**config.mk**
```make
export PLATFORM = sky130hd
export DESIGN_NAME = mem_port_arbiter_flat
export DESIGN_NICKNAME = d
export VERILOG_FILES = /design/src/rtl/mem_port_arbiter_if.sv /design/src/rtl/mem_port_arbiter.sv /design/src/flat_wrapper.sv
export SDC_FILE = /design/constraint.sdc
export NUM_CORES = 1
export LEC_CHECK = 0
export ABC_CLOCK_PERIOD_IN_PS = 2170
export BUFFER_PORTS_ARGS = -buffer_cell sky130_fd_sc_hd__buf_4
export CAP_MARGIN = 20
export CORE_MARGIN = 2
export CORE_UTILIZATION = 42
export DETAILED_ROUTE_END_ITERATION = 10
export PLACE_DENSITY = 0.78
export SLEW_MARGIN = 20
export SYNTH_ARGS = -nofsm -noshare
export SYNTH_HDL_FRONTEND = slang
export SYNTH_SLANG_ARGS = --single-unit
export TNS_END_PERCENT = 100
```
**constraint.sdc**
```tcl
create_clock -name clk -period 2.17 [get_ports clk]
set_input_delay 0.434 -clock clk [delete_from_list [all_inputs] [get_ports clk]]
set_output_delay 0.434 -clock clk [all_outputs]
set_load 0.005 [all_outputs]
```
**src/rtl/mem_port_arbiter_if.sv**
```systemverilog
// Bus bundle between the core requesters, the arbiter and the unified memory.
// The arbiter takes the slave view; the core/memory side takes the master view.
interface mem_port_arbiter_if #(
    parameter int ADDR_W = 32,
    parameter int DATA_W = 32
);
    logic              if_req;
    logic [ADDR_W-1:0] if_addr;
    logic              if_flush;
    logic              if_ready;
    logic [DATA_W-1:0] if_rdata;

    logic              d_req;
    logic [ADDR_W-1:0] d_addr;
    logic [3:0]        d_wstrb;
    logic [DATA_W-1:0] d_wdata;
    logic              d_ready;
    logic [DATA_W-1:0] d_rdata;

    logic              mem_en;
    logic [ADDR_W-1:0] mem_addr;
    logic [3:0]        mem_wstrb;
    logic [DATA_W-1:0] mem_wdata;
    logic [DATA_W-1:0] mem_rdata;

    logic              busy;
    logic              gnt_d;

    modport slave (
        input  if_req, if_addr, if_flush,
        input  d_req, d_addr, d_wstrb, d_wdata,
        input  mem_rdata,
        output if_ready, if_rdata,
        output d_ready, d_rdata,
        output mem_en, mem_addr, mem_wstrb, mem_wdata,
        output busy, gnt_d
    );

    modport master (
        output if_req, if_addr, if_flush,
        output d_req, d_addr, d_wstrb, d_wdata,
        output mem_rdata,
        input  if_ready, if_rdata,
        input  d_ready, d_rdata,
        input  mem_en, mem_addr, mem_wstrb, mem_wdata,
        input  busy, gnt_d
    );
endinterface

```
**src/rtl/mem_port_arbiter.sv**
```systemverilog
// Shares one fixed-latency memory port between instruction fetch and load/store.
// Data has priority; a streak counter bounds how long a waiting fetch can starve.
module mem_port_arbiter #(
    parameter int ADDR_W       = 32,
    parameter int DATA_W       = 32,
    parameter int MEM_LAT      = 1,
    parameter int MAX_D_STREAK = 4
) (
    input  logic                clk,
    input  logic                rst,
    mem_port_arbiter_if.slave   bus
);
    localparam int CW = $clog2(MEM_LAT + 1);
    localparam int SW = $clog2(MAX_D_STREAK + 1);

    typedef enum logic [1:0] {
        IDLE,
        ISSUE,
        WAIT,
        RESP
    } state_t;

    state_t            state;
    state_t            state_nx;
    logic [CW-1:0]     cnt;
    logic [CW-1:0]     cnt_nx;
    logic [SW-1:0]     streak;
    logic [SW-1:0]     streak_nx;
    logic              abandon;
    logic              abandon_nx;
    logic              grant;
    logic              capture;
    logic              if_eff;
    logic              pick_d;

    logic              gnt_q;
    logic [ADDR_W-1:0] maddr_q;
    logic [3:0]        mwstrb_q;
    logic [DATA_W-1:0] mwdata_q;
    logic [DATA_W-1:0] if_rdata_q;
    logic [DATA_W-1:0] d_rdata_q;

    // A fetch presented in the same cycle as a flush targets a stale PC.
    assign if_eff = bus.if_req && !bus.if_flush;
    assign pick_d = bus.d_req &&
                    !(if_eff && streak == SW'(MAX_D_STREAK));

    always_comb begin
        state_nx   = state;
        cnt_nx     = cnt;
        streak_nx  = streak;
        abandon_nx = abandon;
        grant      = 1'b0;
        capture    = 1'b0;
        unique case (state)
            IDLE: begin
                if (bus.d_req || if_eff) begin
                    grant    = 1'b1;
                    state_nx = ISSUE;
                    if (pick_d && if_eff) begin
                        if (streak != SW'(MAX_D_STREAK))
                            streak_nx = streak + SW'(1);
                    end else begin
                        streak_nx = '0;
                    end
                end
            end
            ISSUE: begin
                cnt_nx   = CW'(MEM_LAT);
                state_nx = WAIT;
            end
            WAIT: begin
                if (cnt == CW'(1)) begin
                    capture  = 1'b1;
                    state_nx = RESP;
                end else begin
                    cnt_nx = cnt - CW'(1);
                end
            end
            RESP: begin
                abandon_nx = 1'b0;
                state_nx   = IDLE;
            end
            default: state_nx = IDLE;
        endcase
        if ((state == ISSUE || state == WAIT) && !gnt_q && bus.if_flush)
            abandon_nx = 1'b1;
    end

    always_ff @(posedge clk or negedge rst) begin
        if (!rst) begin
            state   <= IDLE;
            cnt     <= '0;
            streak  <= '0;
            abandon <= 1'b0;
        end else begin
            state   <= state_nx;
            cnt     <= cnt_nx;
            streak  <= streak_nx;
            abandon <= abandon_nx;
        end
    end

    always_ff @(posedge clk or negedge rst) begin
        if (!rst) begin
            gnt_q      <= 1'b0;
            maddr_q    <= '0;
            mwstrb_q   <= 4'h0;
            mwdata_q   <= '0;
            if_rdata_q <= '0;
            d_rdata_q  <= '0;
        end else begin
            if (grant) begin
                gnt_q    <= pick_d;
                maddr_q  <= pick_d ? bus.d_addr : bus.if_addr;
                mwstrb_q <= pick_d ? bus.d_wstrb : 4'h0;
                mwdata_q <= pick_d ? bus.d_wdata : '0;
            end
            if (capture) begin
                if (gnt_q)
                    d_rdata_q <= (mwstrb_q != 4'h0) ? '0 : bus.mem_rdata;
                else if (!abandon && !bus.if_flush)
                    if_rdata_q <= bus.mem_rdata;
            end
        end
    end

    assign bus.mem_en    = (state == ISSUE);
    assign bus.mem_addr  = maddr_q;
    assign bus.mem_wstrb = mwstrb_q;
    assign bus.mem_wdata = mwdata_q;
    assign bus.if_ready  = (state == RESP) && !gnt_q &&
                           !abandon && !bus.if_flush;
    assign bus.d_ready   = (state == RESP) && gnt_q;
    assign bus.if_rdata  = if_rdata_q;
    assign bus.d_rdata   = d_rdata_q;
    assign bus.busy      = (state != IDLE);
    assign bus.gnt_d     = gnt_q;
endmodule

```
**src/flat_wrapper.sv**
```systemverilog
// flat-port wrapper written by rule: the top's interface ports become plain ports
module mem_port_arbiter_flat 
#(
    parameter int ADDR_W       = 32,
    parameter int DATA_W       = 32,
    parameter int MEM_LAT      = 1,
    parameter int MAX_D_STREAK = 4
)
  (clk, rst, bus_if_req, bus_if_addr, bus_if_flush, bus_d_req, bus_d_addr, bus_d_wstrb, bus_d_wdata, bus_mem_rdata, bus_if_ready, bus_if_rdata, bus_d_ready, bus_d_rdata, bus_mem_en, bus_mem_addr, bus_mem_wstrb, bus_mem_wdata, bus_busy, bus_gnt_d);
  mem_port_arbiter_if #(.ADDR_W(ADDR_W), .DATA_W(DATA_W)) bus_i ();
  input  logic clk;
  input  logic rst;
  input wire logic [$bits(bus_i.if_req)-1:0] bus_if_req;
  input wire logic [$bits(bus_i.if_addr)-1:0] bus_if_addr;
  input wire logic [$bits(bus_i.if_flush)-1:0] bus_if_flush;
  input wire logic [$bits(bus_i.d_req)-1:0] bus_d_req;
  input wire logic [$bits(bus_i.d_addr)-1:0] bus_d_addr;
  input wire logic [$bits(bus_i.d_wstrb)-1:0] bus_d_wstrb;
  input wire logic [$bits(bus_i.d_wdata)-1:0] bus_d_wdata;
  input wire logic [$bits(bus_i.mem_rdata)-1:0] bus_mem_rdata;
  output wire logic [$bits(bus_i.if_ready)-1:0] bus_if_ready;
  output wire logic [$bits(bus_i.if_rdata)-1:0] bus_if_rdata;
  output wire logic [$bits(bus_i.d_ready)-1:0] bus_d_ready;
  output wire logic [$bits(bus_i.d_rdata)-1:0] bus_d_rdata;
  output wire logic [$bits(bus_i.mem_en)-1:0] bus_mem_en;
  output wire logic [$bits(bus_i.mem_addr)-1:0] bus_mem_addr;
  output wire logic [$bits(bus_i.mem_wstrb)-1:0] bus_mem_wstrb;
  output wire logic [$bits(bus_i.mem_wdata)-1:0] bus_mem_wdata;
  output wire logic [$bits(bus_i.busy)-1:0] bus_busy;
  output wire logic [$bits(bus_i.gnt_d)-1:0] bus_gnt_d;
  assign bus_i.if_req = bus_if_req;
  assign bus_i.if_addr = bus_if_addr;
  assign bus_i.if_flush = bus_if_flush;
  assign bus_i.d_req = bus_d_req;
  assign bus_i.d_addr = bus_d_addr;
  assign bus_i.d_wstrb = bus_d_wstrb;
  assign bus_i.d_wdata = bus_d_wdata;
  assign bus_i.mem_rdata = bus_mem_rdata;
  assign bus_if_ready = bus_i.if_ready;
  assign bus_if_rdata = bus_i.if_rdata;
  assign bus_d_ready = bus_i.d_ready;
  assign bus_d_rdata = bus_i.d_rdata;
  assign bus_mem_en = bus_i.mem_en;
  assign bus_mem_addr = bus_i.mem_addr;
  assign bus_mem_wstrb = bus_i.mem_wstrb;
  assign bus_mem_wdata = bus_i.mem_wdata;
  assign bus_busy = bus_i.busy;
  assign bus_gnt_d = bus_i.gnt_d;
  mem_port_arbiter #(.ADDR_W(ADDR_W), .DATA_W(DATA_W), .MEM_LAT(MEM_LAT), .MAX_D_STREAK(MAX_D_STREAK)) u_core (.clk(clk), .rst(rst), .bus(bus_i));
endmodule
```
==> results of run 1 <==
worst max-delay path: stages (launching register included):
cell and delay, ns:
dfrtp_1 0.42, inv_1 0.10, ha_1 0.30, inv_1 0.10, buf_4 0.16
worst max-delay path by stage:
stage,startpoint,to,slack [ns],cells after the start
detailed placement,u_core.bus.mem_wstrb[1]$_DFFE_PN0P_,u_core.bus.d_rdata[1]$_DFFE_PN0P_,0.30,3
floorplan,u_core.state[0]$_DFFE_PN0P_,u_core.bus.if_rdata[10]$_DFFE_PN0P_,0.53,6
finish,u_core.state[1]$_DFFE_PN0P_,bus_busy,0.26,4
global placement,u_core.bus.mem_wstrb[1]$_DFFE_PN0P_,u_core.bus.d_rdata[29]$_DFFE_PN0P_,0.40,3
global route,u_core.state[0]$_DFFE_PN0P_,u_core.bus.d_rdata[27]$_DFFE_PN0P_,0.17,5
CTS,u_core.state[0]$_DFFE_PN0P_,bus_busy,0.23,4
power groups by stage:
stage / clock network, mW / logic, mW / registers, mW
global placement: 0 / 4.59 / 4.58
detailed placement: 0 / 4.75 / 4.62
finish: 2.89 / 4.70 / 4.61
global route: 3.04 / 5.08 / 4.76
floorplan: 0 / 2.04 / 4.59
CTS: 2.94 / 4.76 / 4.61
cell type report:
cell class | count | area share
Multi-Input combinational cell | 261 | 0.246
Timing Repair Buffer | 290 | 0.251
Inverter | 39 | 0.0165
Sequential cell | 140 | 0.394
Clock inverter | 11 | 0.0150
Tap cell | 184 | 0.0259
Clock buffer | 21 | 0.0518
logic make-up after synthesis:
logic type / after synthesis / share of synthesized area
flops: 140 / 0.574
fa+ha+maj: 6 / 0.0123
simple gates: 49 / 0.0421
buf+inv: 85 / 0.0673
compound gates: 173 / 0.242
mux: 33 / 0.0615
per-layer routing:
layer / global-route usage / vias to the layer above / part of all wire
met5: 0 / - / 0
li1: - / 2328 / -
met4: 0.0899 / 0 / 0.025
met3: 0.0554 / 33 / 0.061
met1: 0.273 / 2503 / 0.41
met2: 0.346 / 203 / 0.50
timing repair:
item                                    4_1_cts  5_1_grt
endpoints found under the setup margin        0        0
hold buffers                                  1        0
hold endpoints to repair                     42        0
resized for setup                             0        0
synth_stat cells:
library cell | n | area [sq um]
nor2_4 | 2 | 22.5
a32o_1 | 2 | 20.0
nor4b_1 | 2 | 17.5
o221ai_1 | 32 | 280
mux2_2 | 2 | 22.5
or2_2 | 1 | 6.26
nand2b_1 | 1 | 6.26
nand3_1 | 1 | 5.00
o32a_1 | 1 | 10.0
nor4_4 | 1 | 21.3
inv_1 | 39 | 146
mux2_4 | 1 | 15.0
buf_2 | 10 | 50.1
nand4b_1 | 1 | 8.76
dfrtp_1 | 140 | 3500
buf_4 | 7 | 52.6
o22a_1 | 1 | 8.76
nor2b_1 | 1 | 6.26
o22ai_1 | 2 | 12.5
buf_6 | 7 | 78.8
or4_4 | 1 | 11.3
o21ai_4 | 1 | 16.3
mux2_1 | 30 | 338
a21o_1 | 2 | 15.0
and2_1 | 1 | 6.26
a21boi_0 | 32 | 240
a22o_1 | 68 | 596
clkbuf_1 | 22 | 82.6
and4b_1 | 1 | 10.0
a2bb2oi_1 | 32 | 280
nand2_1 | 36 | 135
ha_1 | 6 | 75.1
metrics by stage:
step           area, sq um  hold WS (ns)
6_report              8900         0.234
5_1_grt               8900         0.225
4_1_cts               8900         0.216
3_5_place_dp          8290         0.390
3_3_place_gp          8290         0.382
2_1_floorplan         6100         0.138
sequential cells by signal (all words and copies together), names as in the netlist, 2 cells and up:
signal and count:
u_core.bus.mem_addr 32, u_core.bus.mem_wdata 32, u_core.bus.if_rdata 32, u_core.bus.mem_wstrb 4, u_core.state 2, u_core.streak 3
u_core.bus.d_rdata 32
==> impl_metrics.toml, run 1 <==
[run_status]
status = "complete, no violations"

[synth]
synth_cell_types = 32
netlist_instances = 486
ys_ff_latch = 140
yosysWarningCount = 0
syn_avg_cell_area_sq_um = 12.6
syn_area_sq_um = 6100
synth_seq_area_share = 0.574
syn_nets = 629

[critical_path]
crit_path_end_kind = "output port"
crit_fanout = 5
worstReg2RegStart = "u_core.bus.mem_wstrb[1]$_DFFE_PN0P_"
arrival_ns = 1.48
reg2reg_slack_ns = 0.32
cp-start-kind = "register"
crit_type = "register to output port"
worst_r2r_path_depth = 3
required_ns = 1.74
timing.rr.end = "u_core.bus.d_rdata[31]$_DFFE_PN0P_"

[timing]
relSlewSlack = 0.502
finalSetupTns_ns = 0
finalSetupViolCount = 0
hold_violations = 0
max_freq_mhz = 523
fin_ws_ns = 0.258
period_needed_ns = 1.91
tightest_slew_ns = 0.745
rsz0062_at_grt = "no"
timing.final.crit_share = 0.881
finalClockSkew_ns = 0.0128
drv_slew = 0

[detailed_routing]
finalWirelength_mm = 16.8
initialDrtViolationCount = 210
via_count = 5067
drc_errors = 0
viasPerCell = 5.36
wl_per_cell_um = 17.8
antenna_left = 0
first_pass_iters = 4

[global_routing]
gr-usage-all-layers = 0.214
grt_overflow = 0
grt_pass1_wl_mm = 26.6
grt_start_max_net_pins = 63
grt_pass1_vias = 5113
antenna_found_initial = 0

[clock_tree]
clock-sinks = 140
cts-root-buf = "clkbuf_16"
clk_latency_ns = 0.41
path_clk_slew_ns = 0.06
postCtsSetupBuffers = 0
cts_inserted_buffers = 17
cts.path.max_buffers = 2
cts_tree = "done"
ctsHtreeMaxLevel = 4

[worst_hold_path]
worstHoldStart = "bus_d_wdata[3]"
whs_endpoint = "u_core.bus.mem_wdata[3]$_DFFE_PN0P_"
min_path_type = "input port to register"
hold_depth = 2

[layout]
multiInputGateArea_sq_um = 2190
final_cell_mix = "buf_4 (284), dfrtp_1 (140), a22o_1 (68)"
nNetsFinal = 892
final-instance-count-excl-fill = 946
regArea_sq_um = 3500
layout_commonest_cell = "buf_4"
n_fill_cell = 1171
antenna_cells = 0
drive_gt1_frac = 0.432
area_growth_pct = 45.8
final_util = 0.619

[floorplanning]
die_w_um = 125
die_h_um = 125
design.core.area_sq_um = 14400
ios = 274
start_util = 0.425
die-area_sq_um = 15500
rows = 44

[power]
total_power_mw = 12.2
pwr-share-comb = 0.386
p_seq_frac = 0.378
p_sw_frac = 0.311
irDropWorstVdd_mv = 0.575
switchingPower_mw = 3.80
p_leak_nw = 4.48
internal_power_mw = 8.40
power_density_nw_per_um2 = 1370
clockPowerShare = 0.237

[placement]
place.gp.congestion = 0.812
place.port_buffers = 273
place_hpwl_mm = 12.1
pre_cts_slack_ns = 0.301
placedCellCount = 913

[job]
drv_cap = 0
(Power assumes the default switching activity.)
==> run 2: changes to the inputs <==
--- a/config.mk
+++ b/config.mk
@@ -8,10 +8,12 @@
 export ABC_CLOCK_PERIOD_IN_PS = 2170
 export BUFFER_PORTS_ARGS = -buffer_cell sky130_fd_sc_hd__buf_4
 export CAP_MARGIN = 20
+export CELL_PAD_IN_SITES_DETAIL_PLACEMENT = 0
+export CELL_PAD_IN_SITES_GLOBAL_PLACEMENT = 1
 export CORE_MARGIN = 2
-export CORE_UTILIZATION = 42
+export CORE_UTILIZATION = 36
 export DETAILED_ROUTE_END_ITERATION = 10
-export PLACE_DENSITY = 0.78
+export PLACE_DENSITY = 0.85
 export SLEW_MARGIN = 20
 export SYNTH_ARGS = -nofsm -noshare
 export SYNTH_HDL_FRONTEND = slang
==> run 2 against run 1 <==
  * Final cell count increased by 3.8%
  * Via count up 0.57%
  * The run now ends with negative hold slack left
  * Sequential power hardly changed
  * Sequential share of layout area down 0.35 points
  * Count of clock-buffer cells in the layout fell by 2
  * Non-clock buffer count is the same
==> impl_metrics.toml, run 2 (synthesized netlist as in run 1, its figures left out) <==
[clock_tree]
cts_tree = "done"
postCtsSetupBuffers = 0
clk_latency_ns = 0.41
ctsHtreeMaxLevel = 4
cts.path.max_buffers = 2
cts-root-buf = "clkbuf_16"
cts_resized = 0
cts_inserted_buffers = 17
ctsHoldBuffers = 0
path_clk_slew_ns = 0.06
clock-sinks = 140

[floorplanning]
die_h_um = 134
start_util = 0.368
rows = 47
die_w_um = 134
ios = 274
die-area_sq_um = 18000
design.core.area_sq_um = 16600

[placement]
place_hpwl_mm = 12.4
place.gp.congestion = 0.805
place.port_buffers = 273
postPlaceCellArea_sq_um = 8370

[critical_path]
cp-start-kind = "register"
crit_fanout = 38
crit_type = "register to register"
worst_r2r_path_depth = 5
required_ns = 2.51
arrival_ns = 2.27
crit_path_end_kind = "register"

[layout]
area_growth_pct = 47.2
multiInputGateArea_sq_um = 2190
nNetsFinal = 892
layout_commonest_cell = "buf_4"
fin_area_sq_um = 8980
antenna_cells = 0
final_cell_mix = "buf_4 (283), dfrtp_1 (140), a22o_1 (68)"
regArea_sq_um = 3500
drive_gt1_frac = 0.436
n_fill_cell = 1454

[global_routing]
grt_pass1_wl_mm = 27.6
grt_pass1_vias = 5258
grt_start_max_net_pins = 67
antenna_found_initial = 0
grt_overflow = 0
gr-usage-all-layers = 0.193

[timing]
relSlewSlack = 0.450
drv_slew = 0
timing.final.crit_share = 0.889
whs_ns = -0.0197
finalSetupViolCount = 0
hold_violations = 8
finalSetupTns_ns = 0
max_freq_mhz = 518
tightest_slew_ns = 0.822
rsz0062_at_grt = "no"
finalClockSkew_ns = 0.00953
period_needed_ns = 1.93

[detailed_routing]
first_pass_iters = 4
antenna_left = 0
via_count = 5096
wl_per_cell_um = 17.6
initialDrtViolationCount = 210
drc_errors = 0
finalWirelength_mm = 17.3
viasPerCell = 5.19

[job]
drv_cap = 0

[power]
p_leak_nw = 4.51
irDropWorstVdd_mv = 0.653
power_density_nw_per_um2 = 1370

[worst_hold_path]
min_path_type = "input port to asynchronous set/reset pin"

[run_status]
violations = "negative hold slack"
status = "complete, but fails checks"
-- run 2: cell types whose count changed in the layout (fill, tap and decap cells not counted), sizes merged --
cell,delta
clkbuf,-2
clkinvlp,-3
clkinv,+2
inv,+3
dlygate4sd3,-1
buf,+1
-- run 2: path summary, 6_finish.rpt --
| kind | startpoint | to | slack, ns |
|---|---|---|---|
| worst max-delay path | u_core.streak[0]$_DFFE_PN0P_ | u_core.bus.mem_wdata[18]$_DFFE_PN0P_ | 0.24 |
| max in group asynchronous | rst | u_core.bus.if_rdata[17]$_DFFE_PN0P_ | 1.53 |
| min in group clk | bus_d_wdata[8] | u_core.bus.mem_wdata[8]$_DFFE_PN0P_ | 0.23 |
| worst min-delay path | rst | u_core.bus.d_rdata[6]$_DFFE_PN0P_ | -0.02 |
| worst min register to register | u_core.bus.if_rdata[10]$_DFFE_PN0P_ | u_core.bus.if_rdata[10]$_DFFE_PN0P_ | 0.49 |
| worst max register to register | u_core.streak[0]$_DFFE_PN0P_ | u_core.bus.mem_wdata[18]$_DFFE_PN0P_ | 0.24 |
-- run 2: metal layers --
metal  track usage  wire, um  up-vias
met4        0.0673       312        0
met2         0.325      8610      233
met5             0         0        -
met3        0.0506      1300       23
met1         0.241      7080     2510
li1              -         -     2330
-- run 2: layout make-up --
class                      count  area share
timing repair buffer         290       0.251
clock inverter                13      0.0171
inverter                      39      0.0163
clock buffer                  19      0.0505
sequential                   140       0.390
multi-input combinational    261       0.244
tap                          220      0.0307
-- run 2: where the power goes --
part	internal, mW	switching, mW	total (mW)
Combinational	2.81	1.91	4.71
Sequential	3.84	0.769	4.60
Clock	1.78	1.17	2.95
Total	8.42	3.85	12.3
-- run 2: metrics by stage --
stage           util  power [mW]  worst slack [ns]  std cells
6_report       0.541        12.3             0.240        982
5_1_grt        0.541        13.0            0.0988        982
4_1_cts        0.541        12.4             0.227        982
3_5_place_dp   0.505        9.41             0.247        950
3_3_place_gp   0.505        9.21             0.311        950
2_1_floorplan      -        6.63             0.525        486
-- run 2: worst max-delay path, cell delays in order, from the launching register on --
cell and delay, ns:
dfrtp_1 0.39, inv_1 0.07, ha_1 0.23, and4b_1 0.25, nor2_4 0.66, a22o_1 0.25
